### config.mk
export PLATFORM = sky130hd
export DESIGN_NAME = alu_cmd_issuer_flat
export DESIGN_NICKNAME = d
export VERILOG_FILES = /design/src/rtl/alu_pkg.sv /design/src/rtl/alu_cmd_issuer_if.sv /design/src/rtl/alu_cmd_fifo.sv /design/src/rtl/alu_cmd_issuer.sv /design/src/flat_wrapper.sv
export SDC_FILE = /design/constraint.sdc
export NUM_CORES = 1
export LEC_CHECK = 0
export ABC_AREA = 1
export BUFFER_PORTS_ARGS = -buffer_cell sky130_fd_sc_hd__buf_2
export CELL_PAD_IN_SITES_DETAIL_PLACEMENT = 2
export CELL_PAD_IN_SITES_GLOBAL_PLACEMENT = 2
export CORE_ASPECT_RATIO = 0.6
export CORE_MARGIN = 2
export CORE_UTILIZATION = 25
export CTS_BUF_LIST = sky130_fd_sc_hd__clkbuf_2 sky130_fd_sc_hd__clkbuf_4 sky130_fd_sc_hd__clkbuf_8
export CTS_CLUSTER_DIAMETER = 100
export DETAILED_ROUTE_END_ITERATION = 8
export GPL_TIMING_DRIVEN = 0
export PLACE_DENSITY_LB_ADDON = 0.1
export SYNTH_ARGS = -nofsm -noshare
export SYNTH_HDL_FRONTEND = slang
export SYNTH_SLANG_ARGS = --single-unit
### constraint.sdc
create_clock -name clk -period 3 [get_ports clk]
set_clock_uncertainty 0.2 [all_clocks]
set_input_delay 0.3 -clock clk [delete_from_list [all_inputs] [get_ports clk]]
set_output_delay 0.3 -clock clk [all_outputs]
set_load 0.02 [all_outputs]
### src/rtl/alu_pkg.sv
`default_nettype none
// ============================================================================
// Module      : alu_pkg
// Description : Shared constants for the ALU command issuer: FSM states,
//               unit-class codes carried in ALU_FUN[3:2], default sizes.
// Revision    : 1.0 - initial release
// ============================================================================
package alu_pkg;

  localparam int C_DEF_WIDTH   = 8;
  localparam int C_DEF_DEPTH   = 4;
  localparam int C_DEF_TIMEOUT = 15;

  localparam logic [1:0] C_UNIT_ARITH = 2'b00;
  localparam logic [1:0] C_UNIT_LOGIC = 2'b01;
  localparam logic [1:0] C_UNIT_CMP   = 2'b10;
  localparam logic [1:0] C_UNIT_SHIFT = 2'b11;

  typedef enum logic [1:0] {
    ST_IDLE  = 2'd0,
    ST_ISSUE = 2'd1,
    ST_WAIT  = 2'd2,
    ST_DONE  = 2'd3
  } state_t;

  function automatic logic [1:0] unit_class(input logic [3:0] fun);
    return fun[3:2];
  endfunction

endpackage
`default_nettype wire

### src/rtl/alu_cmd_issuer_if.sv
`default_nettype none
// ============================================================================
// Module      : alu_cmd_issuer_if
// Description : Command, ALU-side and result-side signals of the issuer.
// Revision    : 1.0 - initial release
// ============================================================================
interface alu_cmd_issuer_if
  import alu_pkg::*;
#(
  parameter int WIDTH = C_DEF_WIDTH
);

  logic                 cmd_valid;
  logic                 cmd_ready;
  logic [3:0]           cmd_fun;
  logic [WIDTH-1:0]     cmd_a;
  logic [WIDTH-1:0]     cmd_b;
  logic [WIDTH-1:0]     a;
  logic [WIDTH-1:0]     b;
  logic [3:0]           alu_fun;
  logic                 alu_en;
  logic [2*WIDTH-1:0]   alu_out;
  logic                 out_valid;
  logic                 res_valid;
  logic                 res_ready;
  logic [2*WIDTH-1:0]   res_data;
  logic [3:0]           res_fun;
  logic                 res_timeout;

  modport master (
    input  cmd_valid, cmd_fun, cmd_a, cmd_b, alu_out, out_valid, res_ready,
    output cmd_ready, a, b, alu_fun, alu_en, res_valid, res_data, res_fun,
           res_timeout
  );

  modport slave (
    output cmd_valid, cmd_fun, cmd_a, cmd_b, alu_out, out_valid, res_ready,
    input  cmd_ready, a, b, alu_fun, alu_en, res_valid, res_data, res_fun,
           res_timeout
  );

endinterface
`default_nettype wire

### src/rtl/alu_cmd_fifo.sv
`default_nettype none
// ============================================================================
// Module      : alu_cmd_fifo
// Description : Power-of-two command FIFO with first-word-fall-through head.
// Revision    : 1.0 - initial release
// ============================================================================
module alu_cmd_fifo #(
  parameter int DATA_W = 20,
  parameter int DEPTH  = 4
) (
  input  wire logic              clk,
  input  wire logic              rst,
  input  wire logic              push,
  input  wire logic              pop,
  input  wire logic [DATA_W-1:0] din,
  output logic                   full,
  output logic                   empty,
  output logic [DATA_W-1:0]      head
);

  localparam int                 c_ptr_w = $clog2(DEPTH);
  localparam logic [c_ptr_w:0]   c_full  = (c_ptr_w + 1)'(DEPTH);

  logic [DATA_W-1:0]  r_mem [DEPTH];
  logic [c_ptr_w-1:0] r_wr_ptr;
  logic [c_ptr_w-1:0] r_rd_ptr;
  logic [c_ptr_w:0]   r_count;
  logic               w_do_push;
  logic               w_do_pop;

  assign full      = (r_count == c_full);
  assign empty     = (r_count == '0);
  assign head      = r_mem[r_rd_ptr];
  assign w_do_push = push & ~full;
  assign w_do_pop  = pop & ~empty;

  always_ff @(posedge clk) begin
    if (w_do_push) begin
      r_mem[r_wr_ptr] <= din;
    end
  end

  // Pointers wrap naturally; the extra count bit separates full from empty.
  always_ff @(posedge clk) begin
    if (rst) begin
      r_wr_ptr <= '0;
      r_rd_ptr <= '0;
      r_count  <= '0;
    end else begin
      if (w_do_push) begin
        r_wr_ptr <= r_wr_ptr + c_ptr_w'(1);
      end
      if (w_do_pop) begin
        r_rd_ptr <= r_rd_ptr + c_ptr_w'(1);
      end
      if (w_do_push && !w_do_pop) begin
        r_count <= r_count + (c_ptr_w + 1)'(1);
      end else if (!w_do_push && w_do_pop) begin
        r_count <= r_count - (c_ptr_w + 1)'(1);
      end
    end
  end

endmodule
`default_nettype wire

### src/rtl/alu_cmd_issuer.sv
`default_nettype none
// ============================================================================
// Module      : alu_cmd_issuer
// Description : Queues ALU commands, issues them one at a time, waits for the
//               result with a timeout and presents it on a valid/ready port.
// Revision    : 1.0 - initial release
// ============================================================================
module alu_cmd_issuer
  import alu_pkg::*;
#(
  parameter int WIDTH   = C_DEF_WIDTH,
  parameter int DEPTH   = C_DEF_DEPTH,
  parameter int TIMEOUT = C_DEF_TIMEOUT
) (
  input wire logic         clk,
  input wire logic         rst,
  alu_cmd_issuer_if.master bus
);

  localparam int         c_entry_w = 4 + 2 * WIDTH;
  localparam logic [7:0] c_to_last = 8'(TIMEOUT - 1);

  state_t               r_state;
  state_t               w_state_next;
  logic [7:0]           r_cnt;
  logic [WIDTH-1:0]     r_a;
  logic [WIDTH-1:0]     r_b;
  logic [3:0]           r_alu_fun;
  logic                 r_alu_en;
  logic [2*WIDTH-1:0]   r_res_data;
  logic [3:0]           r_res_fun;
  logic                 r_res_timeout;
  logic                 w_full;
  logic                 w_empty;
  logic                 w_push;
  logic                 w_pop;
  logic                 w_start;
  logic [c_entry_w-1:0] w_head;

  assign w_push  = bus.cmd_valid & ~w_full;
  assign w_pop   = (r_state == ST_ISSUE);
  assign w_start = (r_state == ST_IDLE) & ~w_empty;

  alu_cmd_fifo #(
    .DATA_W (c_entry_w),
    .DEPTH  (DEPTH)
  ) u_fifo (
    .clk   (clk),
    .rst   (rst),
    .push  (w_push),
    .pop   (w_pop),
    .din   ({bus.cmd_fun, bus.cmd_a, bus.cmd_b}),
    .full  (w_full),
    .empty (w_empty),
    .head  (w_head)
  );

  assign bus.cmd_ready   = ~w_full;
  assign bus.res_valid   = (r_state == ST_DONE);
  assign bus.a           = r_a;
  assign bus.b           = r_b;
  assign bus.alu_fun     = r_alu_fun;
  assign bus.alu_en      = r_alu_en;
  assign bus.res_data    = r_res_data;
  assign bus.res_fun     = r_res_fun;
  assign bus.res_timeout = r_res_timeout;

  always_comb begin
    w_state_next = r_state;
    case (r_state)
      ST_IDLE:  if (w_start) w_state_next = ST_ISSUE;
      ST_ISSUE: w_state_next = ST_WAIT;
      ST_WAIT:  if (bus.out_valid || (r_cnt == c_to_last)) w_state_next = ST_DONE;
      ST_DONE:  if (bus.res_ready) w_state_next = ST_IDLE;
      default:  w_state_next = ST_IDLE;
    endcase
  end

  // Operands are loaded on the edge entering ISSUE so they and ALU_EN are
  // valid for the whole ISSUE cycle; the head is popped on the edge leaving it.
  always_ff @(posedge clk) begin
    if (rst) begin
      r_state       <= ST_IDLE;
      r_cnt         <= '0;
      r_a           <= '0;
      r_b           <= '0;
      r_alu_fun     <= '0;
      r_alu_en      <= 1'b0;
      r_res_data    <= '0;
      r_res_fun     <= '0;
      r_res_timeout <= 1'b0;
    end else begin
      r_state  <= w_state_next;
      r_alu_en <= w_start;
      r_cnt    <= (r_state == ST_WAIT) ? r_cnt + 8'd1 : 8'd0;
      if (w_start) begin
        r_alu_fun <= w_head[c_entry_w-1 -: 4];
        r_a       <= w_head[2*WIDTH-1 -: WIDTH];
        r_b       <= w_head[WIDTH-1:0];
      end
      // A result arriving on the expiry cycle wins over the abort.
      if (r_state == ST_WAIT) begin
        if (bus.out_valid) begin
          r_res_data    <= bus.alu_out;
          r_res_fun     <= r_alu_fun;
          r_res_timeout <= 1'b0;
        end else if (r_cnt == c_to_last) begin
          r_res_data    <= '0;
          r_res_fun     <= r_alu_fun;
          r_res_timeout <= 1'b1;
        end
      end
    end
  end

endmodule
`default_nettype wire

### src/flat_wrapper.sv
// flat-port wrapper written by rule: the top's interface ports become plain ports
module alu_cmd_issuer_flat import alu_pkg::*;
#(
  parameter int WIDTH   = C_DEF_WIDTH,
  parameter int DEPTH   = C_DEF_DEPTH,
  parameter int TIMEOUT = C_DEF_TIMEOUT
)
  (clk, rst, bus_cmd_valid, bus_cmd_fun, bus_cmd_a, bus_cmd_b, bus_alu_out, bus_out_valid, bus_res_ready, bus_cmd_ready, bus_a, bus_b, bus_alu_fun, bus_alu_en, bus_res_valid, bus_res_data, bus_res_fun, bus_res_timeout);
  alu_cmd_issuer_if #(.WIDTH(WIDTH)) bus_i ();
  input wire logic clk;
  input wire logic rst;
  input wire logic [$bits(bus_i.cmd_valid)-1:0] bus_cmd_valid;
  input wire logic [$bits(bus_i.cmd_fun)-1:0] bus_cmd_fun;
  input wire logic [$bits(bus_i.cmd_a)-1:0] bus_cmd_a;
  input wire logic [$bits(bus_i.cmd_b)-1:0] bus_cmd_b;
  input wire logic [$bits(bus_i.alu_out)-1:0] bus_alu_out;
  input wire logic [$bits(bus_i.out_valid)-1:0] bus_out_valid;
  input wire logic [$bits(bus_i.res_ready)-1:0] bus_res_ready;
  output wire logic [$bits(bus_i.cmd_ready)-1:0] bus_cmd_ready;
  output wire logic [$bits(bus_i.a)-1:0] bus_a;
  output wire logic [$bits(bus_i.b)-1:0] bus_b;
  output wire logic [$bits(bus_i.alu_fun)-1:0] bus_alu_fun;
  output wire logic [$bits(bus_i.alu_en)-1:0] bus_alu_en;
  output wire logic [$bits(bus_i.res_valid)-1:0] bus_res_valid;
  output wire logic [$bits(bus_i.res_data)-1:0] bus_res_data;
  output wire logic [$bits(bus_i.res_fun)-1:0] bus_res_fun;
  output wire logic [$bits(bus_i.res_timeout)-1:0] bus_res_timeout;
  assign bus_i.cmd_valid = bus_cmd_valid;
  assign bus_i.cmd_fun = bus_cmd_fun;
  assign bus_i.cmd_a = bus_cmd_a;
  assign bus_i.cmd_b = bus_cmd_b;
  assign bus_i.alu_out = bus_alu_out;
  assign bus_i.out_valid = bus_out_valid;
  assign bus_i.res_ready = bus_res_ready;
  assign bus_cmd_ready = bus_i.cmd_ready;
  assign bus_a = bus_i.a;
  assign bus_b = bus_i.b;
  assign bus_alu_fun = bus_i.alu_fun;
  assign bus_alu_en = bus_i.alu_en;
  assign bus_res_valid = bus_i.res_valid;
  assign bus_res_data = bus_i.res_data;
  assign bus_res_fun = bus_i.res_fun;
  assign bus_res_timeout = bus_i.res_timeout;
  alu_cmd_issuer #(.WIDTH(WIDTH), .DEPTH(DEPTH), .TIMEOUT(TIMEOUT)) u_core (.clk(clk), .rst(rst), .bus(bus_i));
endmodule
* Word-level counts from Yosys, hierarchy flattened
Memory sizes are Yosys's and may differ from the RTL's. A register that Yosys moved wholly into a read port is not among the register bits.
Index checks and enable logic that the tools add are counted.
** Word-level totals
- Flip-flop bits (word level) :: 39
- Bits in writable memories :: 80
- Input port bits :: 41
- Output and inout port bits :: 44
- Logic and storage cells :: 56
- Memories kept :: 1
** Operators by class
- $add $sub $neg :: 5
- Eq/ne operators :: 8
- Multiplexer cells :: 14
- Bitwise logic cells :: 7
- Reduce and logical (&&, ||, !) cells :: 12
** Memories
- u_core.u_fifo.r_mem :: depth 4, bits a word 20, rd ports 1, clocked after Yosys merged registers in 1, write ports 1, line alu_cmd_fifo.sv:24 : logic [DATA_W-1:0] r_mem [DEPTH];
** Operator list (count)
- 16-bit two-way mux :: 2
- 8-bit by 1-bit adder with 8-bit output, second input constant :: 1
- 8-bit by 4-bit equality test with 1-bit output, second input constant :: 1
- 4-bit two-way mux :: 2
- 2-bit one-hot mux with 4 select lines :: 1
- 2-bit two-way mux :: 3
- 3-bit two-way mux :: 2
- 2-bit by 1-bit adder with 2-bit output, second input constant :: 2
- 1-bit AND :: 4
- 2-bit equality test, second input constant :: 2
- 1-bit two-way mux :: 4
- 2-bit by 1-bit inequality test with 1-bit output, second input constant :: 2
- 2-bit nonzero test :: 2
- 3-bit by 1-bit adder with 3-bit output, second input constant :: 1
- 3-bit equality test, second input constant :: 1
- 3-bit zero test :: 1
- 1-bit NOT :: 3
- 3-bit AND reduction :: 1
- 3-bit by 1-bit subtractor with 3-bit output, second input constant :: 1
- 2-bit by 1-bit equality test with 1-bit output, second input constant :: 1
- 1-bit logical AND :: 2
- 1-bit zero test :: 2
- 2-bit zero test :: 1
- 2-bit inequality test, second input constant :: 1
- 3 further kinds :: 3

* Depth between registers and ports, before layout
- Depth after elaboration :: 8
- Depth in mapped cells :: 11
- Depth with buffers taken out :: 11

* Cells and area by module
Synthesis repeated with hierarchy kept, for this count alone.
** Unflattened totals
- Cell total of the unflattened synthesis :: 526
- Area total of the unflattened synthesis :: 5480.3 um^2
** Modules (own cells, without submodules)
- alu_cmd_fifo :: instances 1, cells an instance 264, area each 3438.3 um^2, seq. area each 2582.5 um^2
- alu_cmd_issuer :: instances 1, cells an instance 262, area each 2042.0 um^2, seq. area each 1041.0 um^2

* Worst setup path after synthesis
OpenSTA, ideal clock, no wires.
- Path type :: register -> register
- Start :: register u_core.u_fifo.r_count[0]
- End :: memory u_core.u_fifo.r_mem[0][0] (enable)
- Library setup time :: 0.397 ns
- Arrival :: 1.745 ns
- Required time :: 2.403 ns
- Slack :: 0.658 ns
- Stages on the path, launching flop included :: 5
- Buffers on the path :: 0
- Cells stage by stage :: dfxtp_1 -> inv_1 -> nand3_1 -> nand2_1 -> nor2_1
** On the way
- Word-level cells in the longest chain between the ends :: 6
** Ends and longest elaborated chain
- from (decl) :: line alu_cmd_fifo.sv:27 : logic [c_ptr_w:0] r_count;
- from (signal assigned) :: line alu_cmd_fifo.sv:57 : r_count <= r_count + (c_ptr_w + 1)'(1);
- from (signal assigned) :: line alu_cmd_fifo.sv:59 : r_count <= r_count - (c_ptr_w + 1)'(1);
- 3-bit equality test * :: line alu_cmd_fifo.sv:31 : assign full = (r_count == c_full);
- 1-bit NOT *
- net bus_cmd_ready :: line flat_wrapper.sv:19 : output wire logic [$bits(bus_i.cmd_ready)-1:0] bus_cmd_ready;
- 1-bit AND :: line alu_cmd_issuer.sv:40 : assign w_push = bus.cmd_valid & ~w_full;
- 1-bit AND * :: line alu_cmd_fifo.sv:34 : assign w_do_push = push & ~full;
- 1-bit two-way mux * :: line alu_cmd_fifo.sv:38 : if (w_do_push) begin
- 1-bit two-way mux (implied by the code) * :: line alu_cmd_fifo.sv:39 : r_mem[r_wr_ptr] <= din;
- to (decl) :: line alu_cmd_fifo.sv:24
Mark *: on every way through the listed nets, which the timed path passes. The rest lies on a longest branch.

* Worst setup path after layout
- Start :: register u_core.u_fifo.r_count[0]
- End :: register u_core.u_fifo.r_count[2]
** On the way
- Word-level cells in the longest chain between the ends :: 7
** Ends and longest elaborated chain
- 3-bit equality test * :: line alu_cmd_fifo.sv:31
- 1-bit NOT * :: line alu_cmd_fifo.sv:34, alu_cmd_issuer.sv:40
- 1-bit AND :: line alu_cmd_issuer.sv:40
- 1-bit AND * :: line alu_cmd_fifo.sv:34
- net u_core.u_fifo.w_do_push :: line alu_cmd_fifo.sv:28 : logic w_do_push;
- 1-bit zero test :: line alu_cmd_fifo.sv:58 : end else if (!w_do_push && w_do_pop) begin
- 1-bit logical AND :: line alu_cmd_fifo.sv:58
- 2-bit nonzero test (no source line)
Mark *: on every way through the listed nets, which the timed path passes. The rest lies on a longest branch. The select of a mux whose other input is x is not followed.
A chain may end at the register's enable or synchronous reset.

==> results_dict.tcl <==
set metrics [dict create \
    power_density_nw_per_um2 813 \
    clkLatencyLatePin_ns 0.46 \
    overflow 0 \
    initial_core_util_pct 25.8 \
    max_freq_mhz 408 \
    hold-path-cell-count 4 \
    timing_max_transition_violations_final 0 \
    critPathLaunchType "flop" \
    utilization_pct 33.8 \
    most_common_cell_after_layout_fill_and_taps_aside "sky130_fd_sc_hd__nor2_1" \
    worst_margin_slew_ns 0.792 \
    gr-usage-met3_pct 3.77 \
    synth.distinct_cells 30 \
    critical_path.slowest_cell "sky130_fd_sc_hd__dfxtp_1" \
    cts.repair.resized 0 \
    detailedRoute.firstPassIterationCount 4 \
    grt_start_max_net_pins 17 \
    first_pass_grt_wire_length_mm 26.1 \
    fin_hold_ws_ns 0.0415 \
    postSynthAreaPerCell_um2 10.7 \
    path_cells "inv_1 -> nand3_1 -> nand2_1 -> inv_1 -> ha_1 -> inv_1 -> fa_1 -> a21oi_1 -> o21ai_0 -> o21ai_0 -> a21oi_1" \
    htree_num_levels 4 \
    synth_seq_cells 139 \
    peakVddDrop_uv 328 \
    rows 41 \
    worst_path_most_repeated_cell "sky130_fd_sc_hd__inv_1" \
    die_x_um 195 \
    cts_setup_buffers 0 \
    crit-reg2reg-capture "u_core.u_fifo.r_count[2]" \
    route.detailed.vias_per_inst 4.35 \
    critical_path_peak_fanout 9 \
    postRouteAntennaNets 0 \
    globalRoute.busiestLayer "met2" \
    crit_path_max_incr_delay_ns 0.40 \
    core_area_um2 21200 \
    crit_type "flop to flop" \
    mappedNetlistNets 565 \
    slew-limit-headroom_pct 47.2 \
    worstPathRequired_ns 3.14 \
    ctsRootBufferMaster "sky130_fd_sc_hd__clkbuf_8" \
    numCtsBuffers 17 \
    holdCritStartpoint "rst" \
    postCtsHoldBufs 45 \
    seq_area_frac_synth_pct 65.5 \
    fraction_of_the_cycle_the_final_worst_path_needs_pct 81.6 \
    cts_tree "done" \
    drt_wl_total_mm 16.8 \
    final_setup_violations 0 \
    die-area_um2 23100 \
    number_of_standard_cells_after_synthesis 511 \
    port-buffer-count 84 \
    final_layout_size_suffix_gt1_share_pct 25.0 \
    gpl.final_weighted_congestion 0.710 \
    timing.critical_path.buf_inv 3 \
    final_net_count 717 \
    vias 4160 \
    max_cap_violations 0 \
    regToRegSetupSlack_ns 0.55 \
    ys.warnings.count 0 \
    crit_arrival_ns 2.59 \
    finalHoldViolations 0 \
    hold_path.class "primary input to flop" \
    p_leak_uw 0.00282 \
    numClockSinks 139 \
    clkTransAtPathRegs_ns 0.08 \
    rsz_0062_raised_after_global_routing "no" \
    grt_usage_pct 15.2 \
    final-instance-count-excl-fill 956 \
    syn-cell-area_um2 5470 \
    drtIter0Drc 141 \
    met1_resource_use_gr_pct 21.3 \
    clock_tree.buffer_depth 2 \
    r2r.worst_path.cells 11 \
    dp_hpwl_mm 11.7 \
    grt.met2_usage_pct 23.2 \
    fin_total_pwr_uw 5840 \
    num_io_pins 85 \
    nFillCells 2338 \
    grt_pass1_vias 4514 \
    status "completed" \
    placed_cells 878 \
    grt_antenna_before_repair 0 \
    syn_to_final_growth_pct 31.3 \
    die_h_um 119 \
    most-common-layout-cells "sky130_fd_sc_hd__nor2_1 (102), sky130_fd_sc_hd__buf_2 (96), sky130_fd_sc_hd__edfxtp_1 (80)" \
    post-route-min-period_ns 2.45 \
    whs_endpoint "u_core.u_fifo.r_wr_ptr[1]" \
    critical-path-top-delay-family "adder cells" \
    drt_drc_violations_left 0 \
    routedWlPerCell_um 17.6 \
    worstSetupEndpointType "flop" \
    regToRegStartpoint "u_core.u_fifo.r_count[0]" \
]
## sequential cells by signal, summed over array words and instances (netlist names), 2 cells and up
name,flops
u_core.u_fifo.r_mem,80
u_core.bus.res_data,16
u_core.bus.a,8
u_core.bus.b,8
u_core.r_cnt,8
u_core.bus.alu_fun,4
u_core.bus.res_fun,4
u_core.u_fifo.r_count,3
u_core.r_state,2
u_core.u_fifo.r_rd_ptr,2
u_core.u_fifo.r_wr_ptr,2
## per-layer routing
layer  share of wire (%)  up-vias
met5                   0        -
met4                0.86        0
met3                 2.7       10
met2                  45       46
met1                  52     2062
li1                    -     2042
## power by group
part           switching, µW  internal [µW]
registers                138           2320
clock network            731            882
logic                   1190            583
total                   2060           3780
## synthesized netlist by cell type, drive strengths merged
master  number  area [µm²]
nand3        9        45.0
nand4        1        6.26
nor2       107         404
xor2         1        8.76
xnor2        1        8.76
nor3         2        10.0
nand2       61         290
dfxtp       59        1180
edfxtp      80        2400
a21oi       31         193
buf         14        91.3
fa           1        20.0
o21ai       65         325
ha          12         150
clkbuf      10        58.8
and3         1        6.26
o22ai       19         119
inv         33         124
nand3b       4        30.0
## worst max-delay path by stage
stage | start | end | slack (ns) | cells after the start
after floorplan | u_core.u_fifo.r_count[0] | u_core.u_fifo.r_mem[0][0] | 0.66 | 4
after global placement | u_core.u_fifo.r_count[0] | u_core.u_fifo.r_mem[3][7] | -0.28 | 4
after detailed placement | u_core.u_fifo.r_count[0] | u_core.u_fifo.r_count[2] | 0.55 | 11
after CTS | u_core.u_fifo.r_count[0] | u_core.u_fifo.r_count[2] | 0.52 | 11
after global routing | u_core.u_fifo.r_count[0] | u_core.u_fifo.r_count[2] | 0.32 | 11
final | u_core.u_fifo.r_count[0] | u_core.u_fifo.r_count[2] | 0.55 | 11
## metrics by stage
step | setup TNS (ns) | cell area (µm²) | setup slack (ns)
floorplan | 0 | 5470 | 0.658
global placement | -16.80 | 6240 | -0.276
detailed placement | 0 | 6330 | 0.547
CTS | 0 | 7180 | 0.521
global route | 0 | 7180 | 0.318
finish | 0 | 7190 | 0.551
## worst register-to-register path, stage by stage, from the launching register on
cell                      delay [ns]
sky130_fd_sc_hd__dfxtp_1        0.40
sky130_fd_sc_hd__inv_1          0.10
sky130_fd_sc_hd__nand3_1        0.10
sky130_fd_sc_hd__nand2_1        0.26
sky130_fd_sc_hd__inv_1          0.15
sky130_fd_sc_hd__ha_1           0.15
sky130_fd_sc_hd__inv_1          0.07
sky130_fd_sc_hd__fa_1           0.39
sky130_fd_sc_hd__a21oi_1        0.15
sky130_fd_sc_hd__o21ai_0        0.13
sky130_fd_sc_hd__o21ai_0        0.17
sky130_fd_sc_hd__a21oi_1        0.06
## cell type report
class | instances | area (µm²) | area share, %
inverters | 33 | 124 | 1.72
diodes | 1 | 2.50 | 0.0348
clock inverters | 9 | 121 | 1.69
multi-input cells | 315 | 1630 | 22.6
well taps | 279 | 349 | 4.86
flip-flops and latches | 139 | 3580 | 49.9
repair buffers | 133 | 943 | 13.1
plain buffers | 24 | 150 | 2.09
clock buffers | 23 | 285 | 3.97
## logic make-up after synthesis
group           after synthesis  share of synthesized area (%)
xor+xnor                      2                          0.320
compound gates              115                           11.6
buf+inv                      57                           5.01
flops                       139                           65.5
simple gates                185                           14.5
fa+ha+maj                    13                           3.11
Power figures use the tool's default switching activity.
